### src/rtl/ymat_row_writer.sv
// rtl/ymat_row_writer.sv - Y-matrix single-entry read-modify-write updater
// Applies (row, col, value) updates to 256-bit SRAM words holding 16 x 16-bit entries.
module ymat_row_writer #(
    parameter int NUM_ROWS = 16,
    parameter int NUM_COLS = 256,
    parameter int ADDR_W   = 8,
    parameter int READ_LAT = 1
) (
    input  logic              clock,
    input  logic              reset,
    input  logic              chg_valid,
    output logic              chg_ready,
    input  logic [10:0]       chg_row,
    input  logic [10:0]       chg_col,
    input  logic              chg_op,
    input  logic [15:0]       chg_value,
    output logic [ADDR_W-1:0] sram_addr,
    output logic              sram_re,
    output logic              sram_we,
    output logic [255:0]      sram_wdata,
    input  logic [255:0]      sram_rdata,
    output logic              chg_done,
    output logic              chg_err,
    output logic [15:0]       chg_count
);

    localparam logic [2:0] S_IDLE  = 3'd0;
    localparam logic [2:0] S_CHECK = 3'd1;
    localparam logic [2:0] S_RD    = 3'd2;
    localparam logic [2:0] S_WAIT  = 3'd3;
    localparam logic [2:0] S_WR    = 3'd4;

    localparam int WPR = NUM_COLS / 16;
    localparam int CW  = (READ_LAT > 1) ? $clog2(READ_LAT) : 1;
    localparam logic [CW-1:0] LAST_WAIT = CW'(READ_LAT - 1);

    logic [2:0]        r_state;
    logic [ADDR_W-1:0] r_addr;
    logic [3:0]        r_slot;
    logic              r_op;
    logic [15:0]       r_value;
    logic [255:0]      r_wdata;
    logic [CW-1:0]     r_wait;
    logic [15:0]       r_count;

    logic              w_oob;
    logic [ADDR_W-1:0] w_addr;
    logic [15:0]       w_old;
    logic [255:0]      w_merged;

    assign w_oob  = (32'(chg_row) >= 32'(NUM_ROWS)) || (32'(chg_col) >= 32'(NUM_COLS));
    assign w_addr = ADDR_W'(32'(chg_row) * 32'(WPR) + 32'(chg_col[10:4]));

    // Only the addressed slot changes; the other 15 entries pass through.
    always_comb begin
        w_old    = sram_rdata[{r_slot, 4'b0000} +: 16];
        w_merged = sram_rdata;
        w_merged[{r_slot, 4'b0000} +: 16] = r_op ? (w_old + r_value) : r_value;
    end

    always_ff @(posedge clock) begin
        if (reset) begin
            r_state <= S_IDLE;
            r_addr  <= '0;
            r_slot  <= '0;
            r_op    <= 1'b0;
            r_value <= '0;
            r_wdata <= '0;
            r_wait  <= '0;
            r_count <= '0;
        end else begin
            case (r_state)
                S_IDLE: begin
                    if (chg_valid) begin
                        r_slot  <= chg_col[3:0];
                        r_op    <= chg_op;
                        r_value <= chg_value;
                        if (w_oob) begin
                            r_state <= S_CHECK;
                        end else begin
                            r_addr  <= w_addr;
                            r_state <= S_RD;
                        end
                    end
                end
                S_CHECK: r_state <= S_IDLE;
                S_RD: begin
                    r_wait  <= '0;
                    r_state <= S_WAIT;
                end
                S_WAIT: begin
                    if (r_wait == LAST_WAIT) begin
                        r_wdata <= w_merged;
                        r_state <= S_WR;
                    end else begin
                        r_wait <= r_wait + 1'b1;
                    end
                end
                S_WR: begin
                    r_count <= r_count + 16'd1;
                    r_state <= S_IDLE;
                end
                default: r_state <= S_IDLE;
            endcase
        end
    end

    assign chg_ready  = (r_state == S_IDLE);
    assign chg_err    = (r_state == S_CHECK);
    assign sram_re    = (r_state == S_RD);
    assign sram_we    = (r_state == S_WR);
    assign chg_done   = (r_state == S_WR);
    assign sram_addr  = r_addr;
    assign sram_wdata = r_wdata;
    assign chg_count  = r_count;

endmodule

### config.mk
export PLATFORM = sky130hd
export DESIGN_NAME = ymat_row_writer
export DESIGN_NICKNAME = d
export VERILOG_FILES = /design/src/rtl/ymat_row_writer.sv
export SDC_FILE = /design/constraint.sdc
export NUM_CORES = 1
export LEC_CHECK = 0
export ABC_AREA = 1
export CELL_PAD_IN_SITES_DETAIL_PLACEMENT = 0
export CELL_PAD_IN_SITES_GLOBAL_PLACEMENT = 2
export CORE_MARGIN = 2
export CORE_UTILIZATION = 26
export DETAILED_ROUTE_END_ITERATION = 16
export PLACE_DENSITY = 0.89
export SETUP_SLACK_MARGIN = 0.5
export SYNTH_ARGS = -nofsm -noshare
export SYNTH_HDL_FRONTEND = slang
export SYNTH_SLANG_ARGS = --single-unit
### constraint.sdc
create_clock -name clock -period 9 [get_ports clock]
set_input_delay 1.8 -clock clock [delete_from_list [all_inputs] [get_ports clock]]
set_output_delay 1.8 -clock clock [all_outputs]
set_load 0.05 [all_outputs]
==> flow_summary_export.csv, run 1 <==
group,metric,value,unit
sta,fin_worst_hold_slack,449,ps
die,placement_rows,94,
grt,first_global_vias,21600,
placed_design,detailed_place.area,23700,um^2
cells_and_area,non_filler_cell_area_final,25200,um^2
detailed_routing,drt_first_iter_violations,2525,
critical_path,startpoint_type,"flop",
sta,final_min_period_over_clock_period,71.9,%
run_status,status,"completed",
critical_path,worstPathRequired,9410,ps
critical_path,crit_arrival,6880,ps
yosys,synth.area.top_cells,"sky130_fd_sc_hd__dfxtp_1, sky130_fd_sc_hd__nand2_1, sky130_fd_sc_hd__a21oi_1",
clock_network,cts_resized,0,
flow_run,max_cap_violations,0,
placed_design,numPortBuffers,582,
yosys,count_of_flip_flops_with_a_built_in_enable_after_synthesis,0,
yosys,synth.yosys.warnings,0,
yosys,synth_cells,2698,
sta,rsz0062_at_grt,"false",
yosys,synth_sequential_area_ratio,35.1,%
clock_network,clock_latency,580,ps
sta,clock.fmax,155,MHz
die,design.core.area,65900,um^2
clock_network,post-cts-setup-buffers,0,
sta,timing.final.hold_violations,0,
critical_path,r2r_worst_path_depth,18,
pwr,comb_power_share,22.1,%
clock_network,cts.root.buffer_cell,"sky130_fd_sc_hd__clkbuf_16",
die,i_o_pins,583,
sta,final.setup_skew,26.3,ps
clock_network,tritoncts.num_buffers,41,
clock_network,hold_buffers,0,
sta,final_max_slew_viol_count,0,
critical_path,crit_type,"flop to flop",
pwr,seqPwrFrac,33.3,%
sta,fin_crit,6470,ps
cells_and_area,area.growth.synth_to_final,45.3,%
critical_path,register_to_register_path_setup_slack,2530,ps
yosys,synth_top_area_share,35.1,%
yosys,ys_top_cells_by_count,"sky130_fd_sc_hd__nand2_1, sky130_fd_sc_hd__a21oi_1, sky130_fd_sc_hd__dfxtp_1",
yosys,ys_dominant_reg_cell,"sky130_fd_sc_hd__dfxtp_1",
clock_network,cts.path.max_buffers,3,
worst_hold_path,startpoint_of_the_worst_hold_path,"sram_addr[4]$_SDFFE_PP0P_",
clock_network,clk_transition_reported_paths,60,ps
pwr,p_clk_share,44.7,%
yosys,synthMostInstantiatedCell,"sky130_fd_sc_hd__nand2_1",
yosys,synthesis_stage_register_bit_count,304,
worst_hold_path,min_delay_worst_endpoint,"sram_addr[4]$_SDFFE_PP0P_",
yosys,synth_area_leader,"sky130_fd_sc_hd__dfxtp_1",
detailed_routing,routedWlPerCell,29.1,um
pwr,ir_drop,0.115,mV
pwr,post-layout-total-power,4110,uW
sta,setup_violations,0,
detailed_routing,drt-total-wl,118000,um
critical_path,setup.worst_path.end_class,"flop",
clock_network,numClockSinks,304,
grt,maximum_number_of_pins_on_one_net_before_global_route_repair,182,
sta,maxSlewHeadroom,20.5,%
clock_network,cts_tree,"built",
pwr,power_switching,1340,uW
detailed_routing,vias,22000,
die,die-width,262,um
die,vert_die_dim,262,um
yosys,synth.net_count,3021,
yosys,synthArstFlopShare,0,%
critical_path,setup.worst_path.start,"r_slot[1]$_SDFFE_PP0P_",
pwr,p_leak,0.00922,uW
critical_path,worstReg2RegStart,"r_slot[1]$_SDFFE_PP0P_",
grt,globalRoute.totalOverflow,0,
critical_path,r2r-end,"sram_wdata[38]$_SDFFE_PP0P_",
yosys,syn-mean-instance-area,6.43,um^2
detailed_routing,detail-route-antenna-nets,0,
yosys,synth_cell_type_count,46,
grt,track_usage,32.7,%
pwr,cell_internal_pwr,2770,uW
worst_hold_path,worstHoldPathCells,2,
detailed_routing,drt_pre_antenna_iters,8,
clock_network,cts_max_level,2,
pwr,power.density,163,nW/um^2
grt,initial_antenna_violation_count,17,
pwr,netSwitchingFraction,32.7,%
die,initial_utilization,26.3,%
detailed_routing,drc_errors,0,
cells_and_area,post-route-util,38.3,%
cells_and_area,final_net_count,3477,
die,die_area,68800,um^2
detailed_routing,route.detailed.vias_per_inst,5.42,
placed_design,gp_congestion,1.02,
cells_and_area,layout-drive-gt1-share,4.62,%
sta,setup_total_negative_slack,0,ps
worst_hold_path,hold_class,"flop to flop",
yosys,netlist_area,17300,um^2
critical_path,worst-path-max-fanout,44,
placed_design,post-dp-hpwl,90200,um
grt,grt_first_pass_wirelength,163000,um
sta,max_slew.worst_pin.slew,1190,ps
==> kinds of logic after synthesis <==
logic type / after synthesis / synth area share (%)
AO/OA/AOI/OAI: 823 / 26.0
XOR/XNOR: 12 / 0.714
flip-flops: 304 / 35.1
AND/OR/NAND/NOR: 1106 / 26.5
buffers and inverters: 428 / 9.75
adder cells (fa/ha/maj): 25 / 1.89
==> routing by layer <==
layer	vias to the layer above	GRT usage (%)	share of wire, %	wire length, um
met3	278	8.76	9.4	11000
li1	9914	-	-	-
met2	1277	54.0	46	54600
met5	-	0	0.10	120
met1	10500	39.6	39	46000
met4	18	15.1	5.4	6330
==> state kept, by name, indices dropped and copies added, names as in the netlist <==
name        cells
chg_count      16
r_op            1
r_slot          4
r_state         3
r_value        16
sram_addr       8
sram_wdata    256
==> worst max-delay path by stage <==
stage	endpoint	slack (ps)	cells past startpoint
finish	sram_wdata[38]$_SDFFE_PP0P_	2530	18
global route	sram_wdata[38]$_SDFFE_PP0P_	2410	19
CTS	sram_wdata[38]$_SDFFE_PP0P_	2670	18
detailed placement	sram_wdata[38]$_SDFFE_PP0P_	2200	13
global placement	sram_wdata[149]$_SDFFE_PP0P_	2030	17
floorplan	sram_wdata[86]$_SDFFE_PP0P_	4880	17
==> power by group through the flow <==
stage	combinational (uW)	clock, uW	sequential (uW)
6_report	906	1830	1370
2_1_floorplan	434	0	1390
5_1_grt	948	1910	1370
3_3_place_gp	881	0	1400
4_1_cts	883	1860	1370
3_5_place_dp	879	0	1400
==> worst max-delay path, cell delays in order, from the launching register on <==
cell and delay, ps:
sky130_fd_sc_hd__dfxtp_1 310, sky130_fd_sc_hd__buf_4 540, sky130_fd_sc_hd__inv_2 430, sky130_fd_sc_hd__buf_4 360, sky130_fd_sc_hd__nor2_4 640, sky130_fd_sc_hd__nand3_1 180
sky130_fd_sc_hd__nand4_1 150, sky130_fd_sc_hd__nand2_1 160, sky130_fd_sc_hd__ha_1 260, sky130_fd_sc_hd__fa_1 490, sky130_fd_sc_hd__nand2_1 130, sky130_fd_sc_hd__nand2_1 50
sky130_fd_sc_hd__o21ai_0 180, sky130_fd_sc_hd__o21ai_1 210, sky130_fd_sc_hd__xor2_1 180, sky130_fd_sc_hd__o21ai_1 810, sky130_fd_sc_hd__nor2_1 560, sky130_fd_sc_hd__o21ai_0 540
sky130_fd_sc_hd__a21oi_1 110
==> per-stage QoR <==
step           setup WS, ps  std cells
6_report               2530       4056
3_5_place_dp           2200       3975
5_1_grt                2410       4050
4_1_cts                2670       4049
2_1_floorplan          4880       2698
3_3_place_gp           2030       3975
==> final cells by class <==
| type | instances | area, um^2 |
|---|---|---|
| antenna | 7 | 17.5 |
| clock buffer | 60 | 1220 |
| multi-input combinational | 1966 | 9600 |
| timing repair buffer | 609 | 6050 |
| inverter | 232 | 886 |
| sequential | 304 | 6090 |
| fill | 7154 | 40700 |
| clock inverter | 14 | 255 |
| tap | 864 | 1080 |
==> placed cells by master (no fill, tap or decap), types with 4 or more instances in the layout <==
| cell | n |
|---|---|
| sky130_fd_sc_hd__clkdlybuf4s50_1 | 581 |
| sky130_fd_sc_hd__bufinv_16 | 7 |
| sky130_fd_sc_hd__nor2_4 | 9 |
| sky130_fd_sc_hd__clkbuf_8 | 8 |
| sky130_fd_sc_hd__nand4_1 | 34 |
| sky130_fd_sc_hd__o211ai_1 | 90 |
| sky130_fd_sc_hd__clkbuf_16 | 43 |
| sky130_fd_sc_hd__o221ai_1 | 8 |
| sky130_fd_sc_hd__clkbuf_1 | 9 |
| sky130_fd_sc_hd__nand2_1 | 719 |
| sky130_fd_sc_hd__inv_2 | 17 |
| sky130_fd_sc_hd__nor3_2 | 7 |
| sky130_fd_sc_hd__xor2_1 | 6 |
| sky130_fd_sc_hd__nor3_4 | 4 |
| sky130_fd_sc_hd__nor3_1 | 15 |
| sky130_fd_sc_hd__buf_4 | 25 |
| sky130_fd_sc_hd__a21o_1 | 13 |
| sky130_fd_sc_hd__inv_1 | 210 |
| sky130_fd_sc_hd__o21ai_0 | 219 |
| sky130_fd_sc_hd__xnor2_1 | 5 |
| sky130_fd_sc_hd__nor2_1 | 181 |
| sky130_fd_sc_hd__clkinv_2 | 4 |
| sky130_fd_sc_hd__dfxtp_1 | 303 |
| sky130_fd_sc_hd__nand3_1 | 120 |
| sky130_fd_sc_hd__a21oi_1 | 449 |
| sky130_fd_sc_hd__a31oi_1 | 4 |
| sky130_fd_sc_hd__diode_2 | 7 |
| sky130_fd_sc_hd__ha_1 | 23 |
| sky130_fd_sc_hd__o21ai_1 | 10 |
| sky130_fd_sc_hd__o2111ai_1 | 14 |
Note: power is estimated with default switching activity, not from simulation.
==> run 2: changes to the inputs <==
Settings changed: CORE_UTILIZATION 26 to 24, PLACE_DENSITY 0.89 to 0.84.
Clock period 9 ns to 6 ns, I/O delays scaled along.
==> run 2 against run 1 <==
  * Combinational power grew 52%
  * Register-to-register slack lost 1200 ps
  * Flip-flop and latch count unchanged
  * Count of clock-buffer cells in the layout did not move
  * Final area is 1.4% higher
  * Critical endpoint is now sram_wdata[102]$_SDFFE_PP0P_
  * Largest cell class unchanged
==> flow_summary_export.csv, run 2 (synthesis gave the netlist of run 1 again) <==
group,metric,value,unit
cells_and_area,most_frequent_cells_in_the_layout,"sky130_fd_sc_hd__nand2_1, sky130_fd_sc_hd__clkdlybuf4s50_1, sky130_fd_sc_hd__a21oi_1",
grt,maximum_number_of_pins_on_one_net_before_global_route_repair,167,
sta,final_min_period_over_clock_period,81.3,%
sta,setup_violations,0,
sta,maxSlewHeadroom,18.5,%
clock_network,cts_resized,0,
detailed_routing,drt-total-wl,117000,um
clock_network,post-cts-setup-buffers,0,
clock_network,hold_buffers,0,
clock_network,numClockSinks,304,
die,die-width,273,um
detailed_routing,routedWlPerCell,28.1,um
sta,timing.final.hold_violations,0,
clock_network,cts_max_level,2,
critical_path,worstReg2RegStart,"r_slot[1]$_SDFFE_PP0P_",
detailed_routing,drt_first_iter_violations,2324,
detailed_routing,drc_errors,0,
die,placement_rows,98,
worst_hold_path,startpoint_of_the_worst_hold_path,"sram_addr[0]$_SDFFE_PP0P_",
detailed_routing,route.detailed.vias_per_inst,5.20,
clock_network,cts.path.max_buffers,3,
cells_and_area,final_net_count,3516,
worst_hold_path,worstHoldPathCells,2,
cells_and_area,area.growth.synth_to_final,47.3,%
pwr,ir_drop,0.183,mV
detailed_routing,drt_pre_antenna_iters,7,
critical_path,startpoint_type,"input pin",
cells_and_area,layout-drive-gt1-share,5.74,%
grt,grt_first_pass_wirelength,160000,um
critical_path,setup.worst_path.end_class,"flop",
sta,fin_crit,4880,ps
grt,initial_antenna_violation_count,20,
placed_design,detailed_place.area,24100,um^2
worst_hold_path,hold_class,"flop to flop",
placed_design,numPortBuffers,582,
cells_and_area,non_filler_cell_area_final,25500,um^2
placed_design,post-dp-hpwl,90900,um
clock_network,clock_latency,600,ps
placed_design,gp_congestion,1.02,
critical_path,r2r_worst_path_depth,17,
die,design.core.area,71500,um^2
sta,final.setup_skew,28.2,ps
critical_path,crit_arrival,5300,ps
pwr,p_leak,0.00936,uW
sta,setup_total_negative_slack,0,ps
worst_hold_path,min_delay_worst_endpoint,"sram_addr[0]$_SDFFE_PP0P_",
critical_path,crit_type,"input pin to flop",
grt,globalRoute.totalOverflow,0,
sta,final_max_slew_viol_count,0,
sta,rsz0062_at_grt,"false",
detailed_routing,detail-route-antenna-nets,0,
detailed_routing,vias,21800,
die,i_o_pins,583,
clock_network,cts_tree,"built",
cells_and_area,largest_register_ff_count,256,
cells_and_area,most_common_cell_after_layout_fill_and_taps_aside,"sky130_fd_sc_hd__nand2_1",
pwr,power.density,235,nW/um^2
clock_network,clk_transition_reported_paths,60,ps
run_status,status,"completed",
grt,first_global_vias,21000,
cells_and_area,post-route-util,35.7,%
critical_path,worstPathRequired,6420,ps
die,vert_die_dim,273,um
critical_path,register_to_register_path_setup_slack,1330,ps
critical_path,worst-path-max-fanout,6,
sta,clock.fmax,205,MHz
grt,track_usage,30.2,%
critical_path,r2r-end,"sram_wdata[102]$_SDFFE_PP0P_",
die,initial_utilization,24.3,%
flow_run,max_cap_violations,0,
sta,max_slew.worst_pin.slew,1210,ps
die,die_area,74400,um^2
clock_network,cts.root.buffer_cell,"sky130_fd_sc_hd__clkbuf_16",
clock_network,tritoncts.num_buffers,41,
[run 2: cell type report]
cell class	count	area [um^2]
repair buffers	648	6380
inverters	232	886
flip-flops and latches	304	6090
multi-input cells	1966	9590
well taps	950	1190
clock buffers	60	1210
fillers	7863	45900
clock inverters	12	166
diodes	13	32.5
[run 2: through the flow]
stage	setup WS [ps]	hold slack [ps]	power [uW]	instances
final	1120	444	6010	4185
after global routing	1060	470	6180	4176
after floorplan	2480	443	2740	2698
after CTS	1310	449	6010	4172
after global placement	689	433	3440	4100
after detailed placement	725	442	3430	4100
[run 2: metal layers]
layer | global-route usage, % | vias to the layer above | wire [um]
met3 | 7.46 | 207 | 11500
met4 | 12.3 | 14 | 4920
met1 | 36.8 | 10300 | 45500
met5 | 0 | - | 89
li1 | - | 10000 | -
met2 | 50.9 | 1195 | 55500
[run 2: report_power, final]
group          total [uW]  switching (uW)  internal [uW]  leakage, uW
Sequential           2050            14.5           2030      0.00245
Combinational        1380             947            437      0.00624
Clock                2580            1050           1520     0.000671
[run 2: worst max-delay path by stage]
| stage | start | endpoint |
|---|---|---|
| after floorplan | sram_rdata[80] | sram_wdata[86]$_SDFFE_PP0P_ |
| after global placement | sram_rdata[80] | sram_wdata[102]$_SDFFE_PP0P_ |
| after detailed placement | sram_rdata[80] | sram_wdata[102]$_SDFFE_PP0P_ |
| after CTS | sram_rdata[80] | sram_wdata[102]$_SDFFE_PP0P_ |
| after global routing | sram_rdata[80] | sram_wdata[102]$_SDFFE_PP0P_ |
| final | sram_rdata[80] | sram_wdata[102]$_SDFFE_PP0P_ |
[run 2: worst max-delay path: stages]
cell and delay, ps:
sky130_fd_sc_hd__clkdlybuf4s50_1 480, sky130_fd_sc_hd__o21ai_0 240, sky130_fd_sc_hd__o221ai_1 140, sky130_fd_sc_hd__nand4_1 110, sky130_fd_sc_hd__nand2_1 110, sky130_fd_sc_hd__ha_1 230
sky130_fd_sc_hd__fa_1 490, sky130_fd_sc_hd__nand2_1 120, sky130_fd_sc_hd__nand2_1 60, sky130_fd_sc_hd__o21ai_0 180, sky130_fd_sc_hd__o21ai_1 200, sky130_fd_sc_hd__xor2_1 170
sky130_fd_sc_hd__o21ai_1 730, sky130_fd_sc_hd__nor2_1 440, sky130_fd_sc_hd__o21ai_0 300, sky130_fd_sc_hd__a21oi_1 80
==> run 3: changes to the inputs <==
Clock period 6 ns to 4.5 ns, I/O delays scaled along.
==> run 3 against run 2 <==
  * Die area unchanged
  * Core utilization up 1.7 points
  * First-iteration DRC count increased by 4.3%
  * Clock power up 31%
  * Sequential power grew 33%
  * Via count increased by 1.9%
  * Sequential share of layout area fell by 1.1 points
  * Critical endpoint is now sram_wdata[41]$_SDFFE_PP0P_
  * Largest cell class unchanged
  * Largest power group unchanged
  * Highest routed layer unchanged
==> flow_summary_export.csv, run 3 (synthesis gave the netlist of run 1 again) <==
group,metric,value,unit
detailed_routing,drt_pre_antenna_iters,5,
sta,final.setup_skew,29.4,ps
placed_design,numPortBuffers,582,
grt,initial_antenna_violation_count,17,
critical_path,max_stage_delay,610,ps
clock_network,cts_tree,"built",
pwr,post-layout-total-power,8210,uW
pwr,seqPwrFrac,33.3,%
pwr,p_leak,0.0100,uW
grt,first_global_vias,21300,
sta,final_max_slew_viol_count,0,
detailed_routing,detail-route-antenna-nets,0,
detailed_routing,route.detailed.vias_per_inst,5.14,
cells_and_area,most_frequent_cells_in_the_layout,"sky130_fd_sc_hd__nand2_1, sky130_fd_sc_hd__clkdlybuf4s50_1, sky130_fd_sc_hd__a21oi_1",
cells_and_area,final_net_count,3650,
pwr,ir_drop,0.253,mV
pwr,power_switching,2700,uW
pwr,p_clk_share,41.0,%
clock_network,cts.root.buffer_cell,"sky130_fd_sc_hd__clkbuf_16",
die,vert_die_dim,273,um
sta,maxSlewHeadroom,16.9,%
cells_and_area,largest_register_ff_count,256,
critical_path,worstReg2RegStart,"r_slot[1]$_SDFFE_PP0P_",
clock_network,numClockSinks,304,
sta,max_slew.worst_pin.slew,1230,ps
critical_path,worst-path-max-fanout,3,
cells_and_area,layout-drive-gt1-share,10.3,%
critical_path,cp_max_stage_cell,"sky130_fd_sc_hd__clkdlybuf4s50_1",
pwr,power.density,307,nW/um^2
placed_design,place_ws,-377,ps
worst_hold_path,startpoint_of_the_worst_hold_path,"sram_addr[7]$_SDFFE_PP0P_",
sta,clock.fmax,259,MHz
die,design.core.area,71500,um^2
critical_path,r2r-end,"sram_wdata[39]$_SDFFE_PP0P_",
detailed_routing,routedWlPerCell,27.5,um
detailed_routing,vias,22200,
critical_path,crit_type,"input pin to flop",
die,initial_utilization,24.3,%
critical_path,critical_path.cell_chain,"clkdlybuf4s50_1, nor2_1, o221ai_1, nand4_1, nand2_1, ha_1, nand3_1, nand3_1, nand2_1, nand2_1, buf_4, nand2_1, nand2_1, xor2_1, nand2_2, nand2_2, nor2_2, buf_4, o21ai_0, buf_4, a21oi_1",
critical_path,setup.worst_path.end_class,"flop",
clock_network,cts_max_level,2,
grt,globalRoute.totalOverflow,0,
clock_network,tritoncts.num_buffers,40,
placed_design,detailed_place.area,25200,um^2
sta,fin_worst_hold_slack,445,ps
sta,timing.final.hold_violations,0,
pwr,cell_internal_pwr,5510,uW
clock_network,hold_buffers,0,
critical_path,register_to_register_path_setup_slack,710,ps
critical_path,worstPathRequired,4980,ps
sta,rsz0062_at_grt,"true",
run_status,status,"completed",
grt,track_usage,30.5,%
critical_path,startpoint_type,"input pin",
die,die_area,74400,um^2
cells_and_area,non_filler_cell_area_final,26800,um^2
detailed_routing,drt-total-wl,118000,um
critical_path,worst-path-buf-inv,4,
clock_network,clock_latency,580,ps
pwr,netSwitchingFraction,32.9,%
grt,maximum_number_of_pins_on_one_net_before_global_route_repair,200,
sta,setup_violations,0,
critical_path,r2r_worst_path_depth,19,
flow_run,max_cap_violations,0,
die,i_o_pins,583,
cells_and_area,most_common_cell_after_layout_fill_and_taps_aside,"sky130_fd_sc_hd__nand2_1",
sta,fin_crit,3870,ps
clock_network,clk_transition_reported_paths,60,ps
critical_path,crit_arrival,4350,ps
placed_design,post-dp-hpwl,91900,um
sta,timing.final.ws_setup,634,ps
die,die-width,273,um
die,placement_rows,98,
sta,final_min_period_over_clock_period,85.9,%
grt,grt_first_pass_wirelength,162000,um
worst_hold_path,min_delay_worst_endpoint,"sram_addr[7]$_SDFFE_PP0P_",
detailed_routing,drc_errors,0,
pwr,comb_power_share,25.7,%
cells_and_area,area.growth.synth_to_final,54.4,%
worst_hold_path,hold_class,"flop to flop",
clock_network,cts.path.max_buffers,3,
critical_path,setup.worst_path.start,"sram_rdata[113]",
critical_path,critPathMostFrequentCell,"sky130_fd_sc_hd__nand2_1",
critical_path,timing.critical_path.max_delay_family,"simple AND/OR/NAND/NOR gates",
worst_hold_path,worstHoldPathCells,2,
detailed_routing,drt_first_iter_violations,2424,
placed_design,gp_congestion,0.999,
[run 3: cell types whose count changed in the layout (fill, tap and decap cells not counted), moves of 6 or more]
cell                      delta
sky130_fd_sc_hd__buf_4     +126
sky130_fd_sc_hd__buf_12      +7
sky130_fd_sc_hd__diode_2     -6
sky130_fd_sc_hd__o21ai_1     +7
sky130_fd_sc_hd__o21ai_0    -12
[run 3: worst max-delay path by stage]
stage,to,cells past startpoint
floorplan,sram_wdata[86]$_SDFFE_PP0P_,21
global placement,sram_wdata[151]$_SDFFE_PP0P_,17
detailed placement,sram_wdata[151]$_SDFFE_PP0P_,17
CTS,sram_wdata[110]$_SDFFE_PP0P_,19
global route,sram_wdata[119]$_SDFFE_PP0P_,18
finish,sram_wdata[41]$_SDFFE_PP0P_,21
[run 3: stage by stage]
stage               TNS [ps]  std cells  util (%)
floorplan                  0       2698         -
global placement       -6590       4230      35.3
detailed placement     -7300       4230      35.3
CTS                        0       4297      37.2
global route               0       4305      37.5
finish                     0       4309      37.5
[run 3: area by class of cell]
| class | instances | area (um^2) |
|---|---|---|
| Antenna cell | 7 | 17.5 |
| Tap cell | 950 | 1190 |
| Fill cell | 7816 | 44700 |
| Timing Repair Buffer | 783 | 7520 |
| Multi-Input combinational cell | 1966 | 9730 |
| Sequential cell | 304 | 6090 |
| Clock inverter | 13 | 175 |
| Clock buffer | 54 | 1150 |
| Inverter | 232 | 902 |
[run 3: power by group through the flow]
stage,clock network (uW),logic [uW],registers (uW)
after detailed placement,0,2000,2790
after floorplan,0,869,2780
after CTS,3420,2020,2730
after global routing,3530,2210,2730
after global placement,0,2010,2790
final,3370,2110,2730
[run 3: worst reg2reg max path, stage by stage (launching register included)]
cell,delay [ps]
sky130_fd_sc_hd__dfxtp_4,360
sky130_fd_sc_hd__buf_4,160
sky130_fd_sc_hd__nor2_4,320
sky130_fd_sc_hd__buf_4,290
sky130_fd_sc_hd__nand3_1,160
sky130_fd_sc_hd__o2111ai_1,160
sky130_fd_sc_hd__nand2_1,160
sky130_fd_sc_hd__ha_1,340
sky130_fd_sc_hd__nand2_1,130
sky130_fd_sc_hd__inv_1,50
sky130_fd_sc_hd__a21oi_1,130
sky130_fd_sc_hd__nand2_1,170
sky130_fd_sc_hd__xnor2_1,170
sky130_fd_sc_hd__nand2_1,70
sky130_fd_sc_hd__o21ai_2,120
sky130_fd_sc_hd__nor2_1,370
sky130_fd_sc_hd__buf_4,200
sky130_fd_sc_hd__o21ai_0,70
sky130_fd_sc_hd__buf_4,190
sky130_fd_sc_hd__a21oi_1,100
[run 3: per-layer routing]
metal | wire length (um) | vias to the layer above | global-route usage [%] | part of all wire [%]
met5 | 131 | - | 0 | 0.11
met2 | 56000 | 1111 | 51.4 | 47
met3 | 10900 | 225 | 6.99 | 9.2
li1 | - | 10300 | - | -
met1 | 46500 | 10500 | 37.7 | 39
met4 | 4810 | 20 | 11.6 | 4.1
[run 3: timing repair]
action / 4_1_cts / 5_1_grt
endpoints found under the setup margin: 63 / 166
cloned: 0 / 1
pin swaps: 0 / 5
buffers inserted: 0 / 4
resized for setup: 10 / 37
